--- config.mk ---
export PLATFORM = sky130hd
export DESIGN_NAME = rr_arbiter8
export DESIGN_NICKNAME = d
export VERILOG_FILES = /design/src/rtl/arb_pkg.sv /design/src/rtl/rr_pick8.sv /design/src/rtl/rr_arbiter8.sv
export SDC_FILE = /design/constraint.sdc
export NUM_CORES = 1
export LEC_CHECK = 0
export BUFFER_PORTS_ARGS = -buffer_cell sky130_fd_sc_hd__buf_2
export CAP_MARGIN = 20
export CORE_ASPECT_RATIO = 0.5
export CORE_UTILIZATION = 35
export CTS_CLUSTER_SIZE = 12
export DETAILED_ROUTE_END_ITERATION = 8
export HOLD_SLACK_MARGIN = 0.15
export SLEW_MARGIN = 30
export SYNTH_ARGS = -nofsm -noshare
export SYNTH_HDL_FRONTEND = slang
export SYNTH_SLANG_ARGS = --single-unit
--- constraint.sdc ---
create_clock -name clk -period 11.4 [get_ports clk]
set_clock_uncertainty 0.15 [all_clocks]
set_input_delay 0.57 -clock clk [delete_from_list [all_inputs] [get_ports clk]]
set_output_delay 0.57 -clock clk [all_outputs]
set_load 0.02 [all_outputs]
--- src/rtl/arb_pkg.sv ---
// Shared constants and types for the 8-way round-robin arbiter.
// Pure definitions: no latency or flow-control behaviour of its own.
package arb_pkg;
   localparam int N_REQ = 8;
   localparam int IDX_W = 3;

   typedef enum logic {
      IDLE  = 1'b0,
      GRANT = 1'b1
   } state_t;
endpackage

--- src/rtl/rr_pick8.sv ---
// Combinational round-robin pick: first set req bit at or after ptr, wrapping 7 -> 0.
// Zero latency; no backpressure, result is a pure function of req and ptr.
module rr_pick8
   import arb_pkg::*;
(
   input  logic [N_REQ-1:0] req,
   input  logic [IDX_W-1:0] ptr,
   output logic             any,
   output logic [IDX_W-1:0] idx,
   output logic [N_REQ-1:0] onehot
);

   logic [N_REQ-1:0] rot;
   logic [IDX_W-1:0] src;
   logic [IDX_W-1:0] enc;

   always_comb begin
      rot = '0;
      src = '0;
      for (int i = 0; i < N_REQ; i++) begin
         src    = IDX_W'(i) + ptr;
         rot[i] = req[src];
      end
   end

   // Scan downward so the lowest set bit of the rotated vector wins.
   always_comb begin
      enc = '0;
      for (int i = N_REQ - 1; i >= 0; i--) begin
         if (rot[i]) enc = IDX_W'(i);
      end
   end

   always_comb begin
      any    = |req;
      idx    = enc + ptr;
      onehot = N_REQ'(1) << idx;
   end

endmodule

--- src/rtl/rr_arbiter8.sv ---
// Round-robin arbiter for 8 requesters: registered one-hot grant held while the owner requests,
// one-cycle grant latency from idle, same-edge handover on release, forced rotation at MAX_HOLD.
module rr_arbiter8
   import arb_pkg::*;
#(
   parameter int MAX_HOLD = 16,
   parameter int HOLD_W   = 8
) (
   input  logic             clk,
   input  logic             rst,
   input  logic [N_REQ-1:0] req,
   output logic [N_REQ-1:0] gnt,
   output logic [IDX_W-1:0] gnt_idx,
   output logic             gnt_valid,
   output logic             preempt
);

   state_t            state_q,    state_d;
   logic [IDX_W-1:0]  ptr_q,      ptr_d;
   logic [HOLD_W-1:0] hold_cnt_q, hold_cnt_d;
   logic [N_REQ-1:0]  gnt_q,      gnt_d;
   logic [IDX_W-1:0]  gnt_idx_q,  gnt_idx_d;
   logic              preempt_q,  preempt_d;

   logic              pick_any;
   logic [IDX_W-1:0]  pick_idx;
   logic [N_REQ-1:0]  pick_onehot;
   logic              owner_req;
   logic              others_pending;
   logic              hold_expired;

   rr_pick8 u_pick (
      .req    (req),
      .ptr    (ptr_q),
      .any    (pick_any),
      .idx    (pick_idx),
      .onehot (pick_onehot)
   );

   always_ff @(posedge clk) begin
      if (rst) begin
         state_q    <= IDLE;
         ptr_q      <= '0;
         hold_cnt_q <= '0;
         gnt_q      <= '0;
         gnt_idx_q  <= '0;
         preempt_q  <= 1'b0;
      end else begin
         state_q    <= state_d;
         ptr_q      <= ptr_d;
         hold_cnt_q <= hold_cnt_d;
         gnt_q      <= gnt_d;
         gnt_idx_q  <= gnt_idx_d;
         preempt_q  <= preempt_d;
      end
   end

   always_comb begin
      owner_req      = |(req & gnt_q);
      others_pending = |(req & ~gnt_q);
      hold_expired   = (MAX_HOLD != 0) && (hold_cnt_q == HOLD_W'(MAX_HOLD - 1));
   end

   always_comb begin
      state_d    = state_q;
      ptr_d      = ptr_q;
      hold_cnt_d = hold_cnt_q;
      gnt_d      = gnt_q;
      gnt_idx_d  = gnt_idx_q;
      preempt_d  = 1'b0;

      unique case (state_q)
         IDLE: begin
            if (pick_any) begin
               state_d    = GRANT;
               gnt_d      = pick_onehot;
               gnt_idx_d  = pick_idx;
               ptr_d      = pick_idx + IDX_W'(1);
               hold_cnt_d = '0;
            end
         end
         GRANT: begin
            if (!owner_req) begin
               if (pick_any) begin
                  gnt_d      = pick_onehot;
                  gnt_idx_d  = pick_idx;
                  ptr_d      = pick_idx + IDX_W'(1);
                  hold_cnt_d = '0;
               end else begin
                  state_d    = IDLE;
                  gnt_d      = '0;
                  gnt_idx_d  = '0;
                  hold_cnt_d = '0;
               end
            end else if (hold_expired) begin
               // ptr already points past the owner, so the owner is searched last.
               if (others_pending) begin
                  gnt_d      = pick_onehot;
                  gnt_idx_d  = pick_idx;
                  ptr_d      = pick_idx + IDX_W'(1);
                  preempt_d  = 1'b1;
               end
               hold_cnt_d = '0;
            end else begin
               hold_cnt_d = hold_cnt_q + HOLD_W'(1);
            end
         end
         default: state_d = IDLE;
      endcase
   end

   always_comb begin
      gnt       = gnt_q;
      gnt_idx   = gnt_idx_q;
      gnt_valid = (state_q == GRANT);
      preempt   = preempt_q;
   end

endmodule

======== After elaboration in Yosys (flattened, before gate mapping) ========
Cells that the tools add are included.
cells by class
  $mul .................................... 0
  add/subtract/negate cells ............... 10
  reductions and logical operators ........ 6
  order comparisons ....................... 8
  bitwise gates (word level) .............. 6
  div/mod/pow operators ................... 0
  eq/ne operators ......................... 4
  multiplexer cells ....................... 49
  shift-type cells ........................ 1
operator list
  kind                   count
  $mux W8                8
  $mux W3                17
  $lt A3 B4 Y1 const B   8
  $pmux W8 S2            2
  $bmux W1 S3            8
  $reduce_or A8 Y1       3
  $and A8 B8 Y8          2
  $add A3 B3 Y3 const A  4
  $pmux W3 S2            2
  $mux W1                11
  $add A8 B1 Y8 const B  1
  $eq A8 B4 Y1 const B   1
  $not A8 Y8             1
  $shl A1 B3 Y8 const A  1
  $add A2 B3 Y3 const A  2
  $ne A3 B2 Y1 const B   2
  $reduce_or A4 Y1       1
  $add A1 B3 Y3 const A  1
  $add A3 B1 Y3 const B  1
  $add A3 B3 Y3          1
  $not A1 Y1             3
  $reduce_and A3 Y1      1
  $ne A2 B2 Y1 const B   1
  $pmux W1 S2            1
  $reduce_and A2 Y1      1
word-level totals
  input bits .............................. 10
  output and inout bits ................... 13
  memory bits (read-only) ................. 0
  bits in registers ....................... 24
  memories ................................ 0
  latch bits .............................. 0
  memory bits (writable) .................. 0
  word-level logic and storage cells ...... 90

======== Logic depth before layout (Yosys ltp) ========
  depth after elaboration ................. 17
  gate-level depth with buffers ........... 18
  mapped depth without buffers ............ 16

======== By module ========
From an unflattened synthesis, not the netlist that was laid out.
unflattened totals
  cell total of the unflattened synthesis .. 229
  area, all modules ....................... 2104.5 um^2
modules (own cells, without submodules)
  module       cells an instance  sequential area each (um^2)  instances  area each (um^2)
  rr_arbiter8  134                480.5                        1          1248.7
  rr_pick8     95                 0.0                          1          855.8

======== Worst setup path after synthesis ========
OpenSTA, ideal clock, no wires.
  path type ............................... flip-flop to flip-flop
  start ................................... register ptr_q[0]
  end ..................................... register ptr_q[2]
  period minus slack after synthesis ...... 4073 ps
  slack ................................... 7327 ps
  setup time .............................. 86 ps
  arrival time ............................ 3837 ps
  required time ........................... 11164 ps
  buffers on the path ..................... 2
  cell stages (with the launch flop) ...... 17
  path through ............................ dfxtp_1 buf_6 inv_1 ha_1 buf_6 mux4_1 and2b_1 a211oi_4 nor2_1 a21oi_1 o32ai_1 fa_1 xor2_1 nor3_2 or2_1 ha_1 a211oi_1
on the way
  longest elaborated chain between the ends .. 17
  elaborated cells between the ends (all ways) .. 38
  classes of those cells .................. 9 x add/sub; 29 x mux
ends and longest elaborated chain
  what                           line                                                      text
  start: declaration             rr_arbiter8.sv:19                                         logic [IDX_W-1:0] ptr_q, ptr_d;
  start signal: assignment       rr_arbiter8.sv:50                                         ptr_q <= ptr_d;
  $add A3 B3 Y3                  rr_pick8.sv:21                                            src = IDX_W'(i) + ptr;
  $bmux W1 S3                    rr_pick8.sv:22                                            rot[i] = req[src];
  $mux W1 (implied by the code)  rr_pick8.sv:22
  $mux W3 (8 in series)          rr_pick8.sv:30                                            if (rot[i]) enc = IDX_W'(i);
  $add A3 B3 Y3 *                rr_pick8.sv:36                                            idx = enc + ptr;
  $add A3 B1 Y3 *                rr_arbiter8.sv:78, rr_arbiter8.sv:87, rr_arbiter8.sv:100
  $mux W3                        rr_arbiter8.sv:97                                         if (others_pending) begin
  $mux W3                        rr_arbiter8.sv:95                                         end else if (hold_expired) begin
  $mux W3                        rr_arbiter8.sv:83                                         if (!owner_req) begin
  $pmux W3 S2 *                  rr_arbiter8.sv:72                                         unique case (state_q)
Every way passes the cells marked *; elsewhere a longest branch is shown, timed or not. The select of a mux whose other input is x is not followed.
A chain may end at the register's enable or synchronous reset.

======== Worst setup path in the final report ========
Same ends and word-level chain as after synthesis.

==> Flow_metrics.wiki <==
{| class="wikitable"
! Metric !! Value
|-
| Via count || 1745
|-
| Number of gates resized after cts || 0
|-
| Width of the chip || 109 µm
|-
| Min-delay src || hold_cnt_q[7]
|-
| Antenna diode instance count || 0
|-
| Final hold violation count || 0
|-
| Number of stages on the worst hold path || 2
|-
| Total non-filler cell area in the finished layout || 2250 µm²
|-
| Data required time of the worst path || 11.43 ns
|-
| Post-synthesis cell type count || 51
|-
| Synth Area in XOR/XNOR || 4.36%
|-
| H-tree level count || 1
|-
| Compound-cell area share of the yosys netlist || 22.0%
|-
| Hold WS || 0.342 ns
|-
| DRT Wirelength || 4.83 mm
|-
| Non-filler cells in the finished layout || 306
|-
| Critical Path Start || ptr_q[0]
|-
| Async S/R FF share, synth || 0%
|-
| Fraction of the yosys area taken by sequential cells || 23.9%
|-
| Floorplan die area || 6070 µm²
|-
| Pleak || 0.914 nW
|-
| Layout Utilization || 40.7%
|-
| Synthesis-to-finish area growth || 11.8%
|-
| Nature of the critical path endpoint || flop
|-
| Synthesized flop and latch total || 24
|-
| Synthesis warning total || 0
|-
| Number of design rule violations left after detail routing || 0
|-
| Via count of the first global-routing pass || 1637
|-
| Max VDD drop || 0.0825 mV
|-
| Standard cell core area || 5520 µm²
|-
| Detail Route met3 WL || 198 µm
|-
| Drt pass-1 iters || 5
|-
| Final layout net count || 255
|-
| Total grt overflow || 0
|-
| Worst slack at placement || 6.74 ns
|-
| Clock Latency Late Sink || 0.26 ns
|-
| Clock Path Buffers || 2
|-
| Power Dens Cells || 282 nW/µm²
|-
| CP Class || flop to flop
|-
| Share of layout cells above drive strength 1 || 17.6%
|-
| Detailed-routing wirelength on met1 || 2.23 mm
|-
| Clock net sink count || 24
|-
| Run status || complete, no violations
|-
| Most frequent cells in the layout || sky130_fd_sc_hd__dfxtp_1, sky130_fd_sc_hd__buf_2, sky130_fd_sc_hd__nor2_1, sky130_fd_sc_hd__inv_1, sky130_fd_sc_hd__nand3_1
|-
| Multiplexer area fraction after synthesis || 17.3%
|-
| Inserted Clock Buffers || 3
|-
| Wire length on met2 || 2.27 mm
|-
| Period Utilization, post-route || 41.4%
|-
| Largest family of logic cells by synthesized area || compound AO/OA/AOI/OAI gates
|-
| Cell count after synthesis || 214
|-
| Post-CTS Hold Buffers || 0
|-
| Total power after layout || 0.634 mW
|-
| Min-delay worst type || flop to flop
|-
| DP Cell Count || 302
|-
| Remaining number of nets flagged by the antenna check after routing || 0
|-
| Top fanout value on the critical path || 14
|-
| Smallest setup slack after layout || 6.68 ns
|-
| Transition time at the pin with the least slew margin || 0.798 ns
|-
| Average detailed-routed wire length per instance || 15.8 µm
|-
| Core Rows || 19
|-
| Drt first-iter violations || 141
|-
| Placed Instance Area || 2160 µm²
|-
| Pin count of the biggest net entering global routing || 21
|-
| Wire length of the first global-routing pass || 8.11 mm
|-
| Post-Synth Adder-Cell Area || 7.22%
|-
| Max capacitance violation total || 0
|-
| Synthesized-area fraction occupied by and/or/nand/nor cells || 18.8%
|-
| Worst Setup Start Kind || flop
|-
| Most common library cell in the layout ignoring fill and taps || sky130_fd_sc_hd__dfxtp_1
|-
| TritonCTS clock tree || yes
|-
| Highest metal used || met4
|-
| Top achievable clock speed || 0.212 GHz
|-
| Total of buffers placed on input and output ports || 22
|-
| CTS clk-pin slew, worst paths || 0.06 ns
|-
| Final Critical Period || 4.72 ns
|-
| Number of cells on the worst reg-to-reg path || 14
|-
| Master cell of the clock root buffer || sky130_fd_sc_hd__clkbuf_16
|-
| Number of enable flip-flop cells after synthesis || 0
|-
| Average size of a mapped cell || 9.40 µm²
|-
| Combined area of all synthesized cells || 2010 µm²
|-
| Number of antenna violations at the first check in global routing || 0
|-
| Mean number of vias per cell || 5.70
|-
| Arrival time reported for the critical path endpoint || 4.75 ns
|-
| I/O pin cnt || 23
|-
| Final setup fails || 0
|-
| Final Wtd Congestion || 0.784
|-
| Slew Limit Headroom || 46.2%
|-
| Final Slew Violations || 0
|-
| Initial cell density of the core || 36.5%
|-
| Sum of negative setup slack || 0 ns
|-
| All-Layer GR Usage || 17.1%
|-
| Primary flip-flop cell chosen by synthesis mapping || sky130_fd_sc_hd__dfxtp_1
|-
| Height of the die || 55.6 µm
|-
| Start of the worst register-to-register path || ptr_q[0]
|-
| Net Count, Synth || 235
|-
| RSZ-0062 raised after global routing || false
|-
| Post-CTS Setup Bufs || 0
|-
| DP HPWL || 3.59 mm
|}
==> cell usage after synthesis (4+ instances only) <==
cell	count	share of area [%]
sky130_fd_sc_hd__a2111oi_0	6	2.6
sky130_fd_sc_hd__a21oi_1	6	1.5
sky130_fd_sc_hd__a22oi_1	10	3.7
sky130_fd_sc_hd__and2b_1	4	1.5
sky130_fd_sc_hd__dfxtp_1	24	24
sky130_fd_sc_hd__ha_1	10	6.2
sky130_fd_sc_hd__inv_1	18	3.4
sky130_fd_sc_hd__mux2i_1	4	2.0
sky130_fd_sc_hd__mux4_1	9	12
sky130_fd_sc_hd__nand2_1	6	1.1
sky130_fd_sc_hd__nand3_1	16	4.0
sky130_fd_sc_hd__nand3b_1	8	3.0
sky130_fd_sc_hd__nor2_1	21	3.9
sky130_fd_sc_hd__nor2b_1	4	1.2
sky130_fd_sc_hd__o21ai_0	9	2.2
sky130_fd_sc_hd__o22ai_1	4	1.2
sky130_fd_sc_hd__xnor2_1	6	2.6
sky130_fd_sc_hd__xor2_1	4	1.7
==> power breakdown <==
group	total (mW)	internal, mW	switching [mW]
clock	0.0845	0.0537	0.0308
sequential	0.134	0.103	0.0312
combinational	0.415	0.184	0.232
==> cell families after synthesis <==
kind of cell	count (synthesis)
AND/OR/NAND/NOR	71
AO/OA/AOI/OAI	55
multiplexers	17
buffers and inverters	26
flip-flops	24
XOR/XNOR	10
adder cells (fa/ha/maj)	11
==> registers in the layout, summed over array words and instances (netlist names) <==
signal      cells
ptr_q           3
gnt_idx         3
gnt             8
preempt         1
gnt_valid       1
hold_cnt_q      8
==> area by class of cell <==
type                            instances  area (µm²)
Timing Repair Buffer                   23         118
Tap cell                               73        91.3
Fill cell                             556        3270
Inverter                               18        67.6
Sequential cell                        24         480
Multi-Input combinational cell        164        1400
Clock buffer                            4        88.8
==> critical path, stage by stage (launching register included) <==
cell	delay, ns
sky130_fd_sc_hd__dfxtp_1	0.70
sky130_fd_sc_hd__inv_1	0.14
sky130_fd_sc_hd__ha_1	0.47
sky130_fd_sc_hd__mux4_1	0.61
sky130_fd_sc_hd__and2b_1	0.22
sky130_fd_sc_hd__a211oi_4	0.36
sky130_fd_sc_hd__nor2_1	0.07
sky130_fd_sc_hd__a21oi_1	0.13
sky130_fd_sc_hd__o32ai_1	0.12
sky130_fd_sc_hd__fa_1	0.47
sky130_fd_sc_hd__xor2_1	0.35
sky130_fd_sc_hd__nor3_2	0.13
sky130_fd_sc_hd__or2_1	0.25
sky130_fd_sc_hd__ha_1	0.29
sky130_fd_sc_hd__a211oi_1	0.18
==> metal layers <==
metal / vias up / track usage (%)
met1: 838 / 23.3
met4: 0 / 7.62
li1: 847 / -
met5: - / 0
met2: 49 / 27.0
met3: 11 / 2.22
==> worst paths after layout <==
kind,endpoint,slack (ns)
worst min register to register,hold_cnt_q[7],0.34
worst max-delay path,ptr_q[2],6.68
worst min-delay path,hold_cnt_q[7],0.34
worst max register to register,ptr_q[2],6.68
No activity file was read; power rests on OpenSTA's default activity.
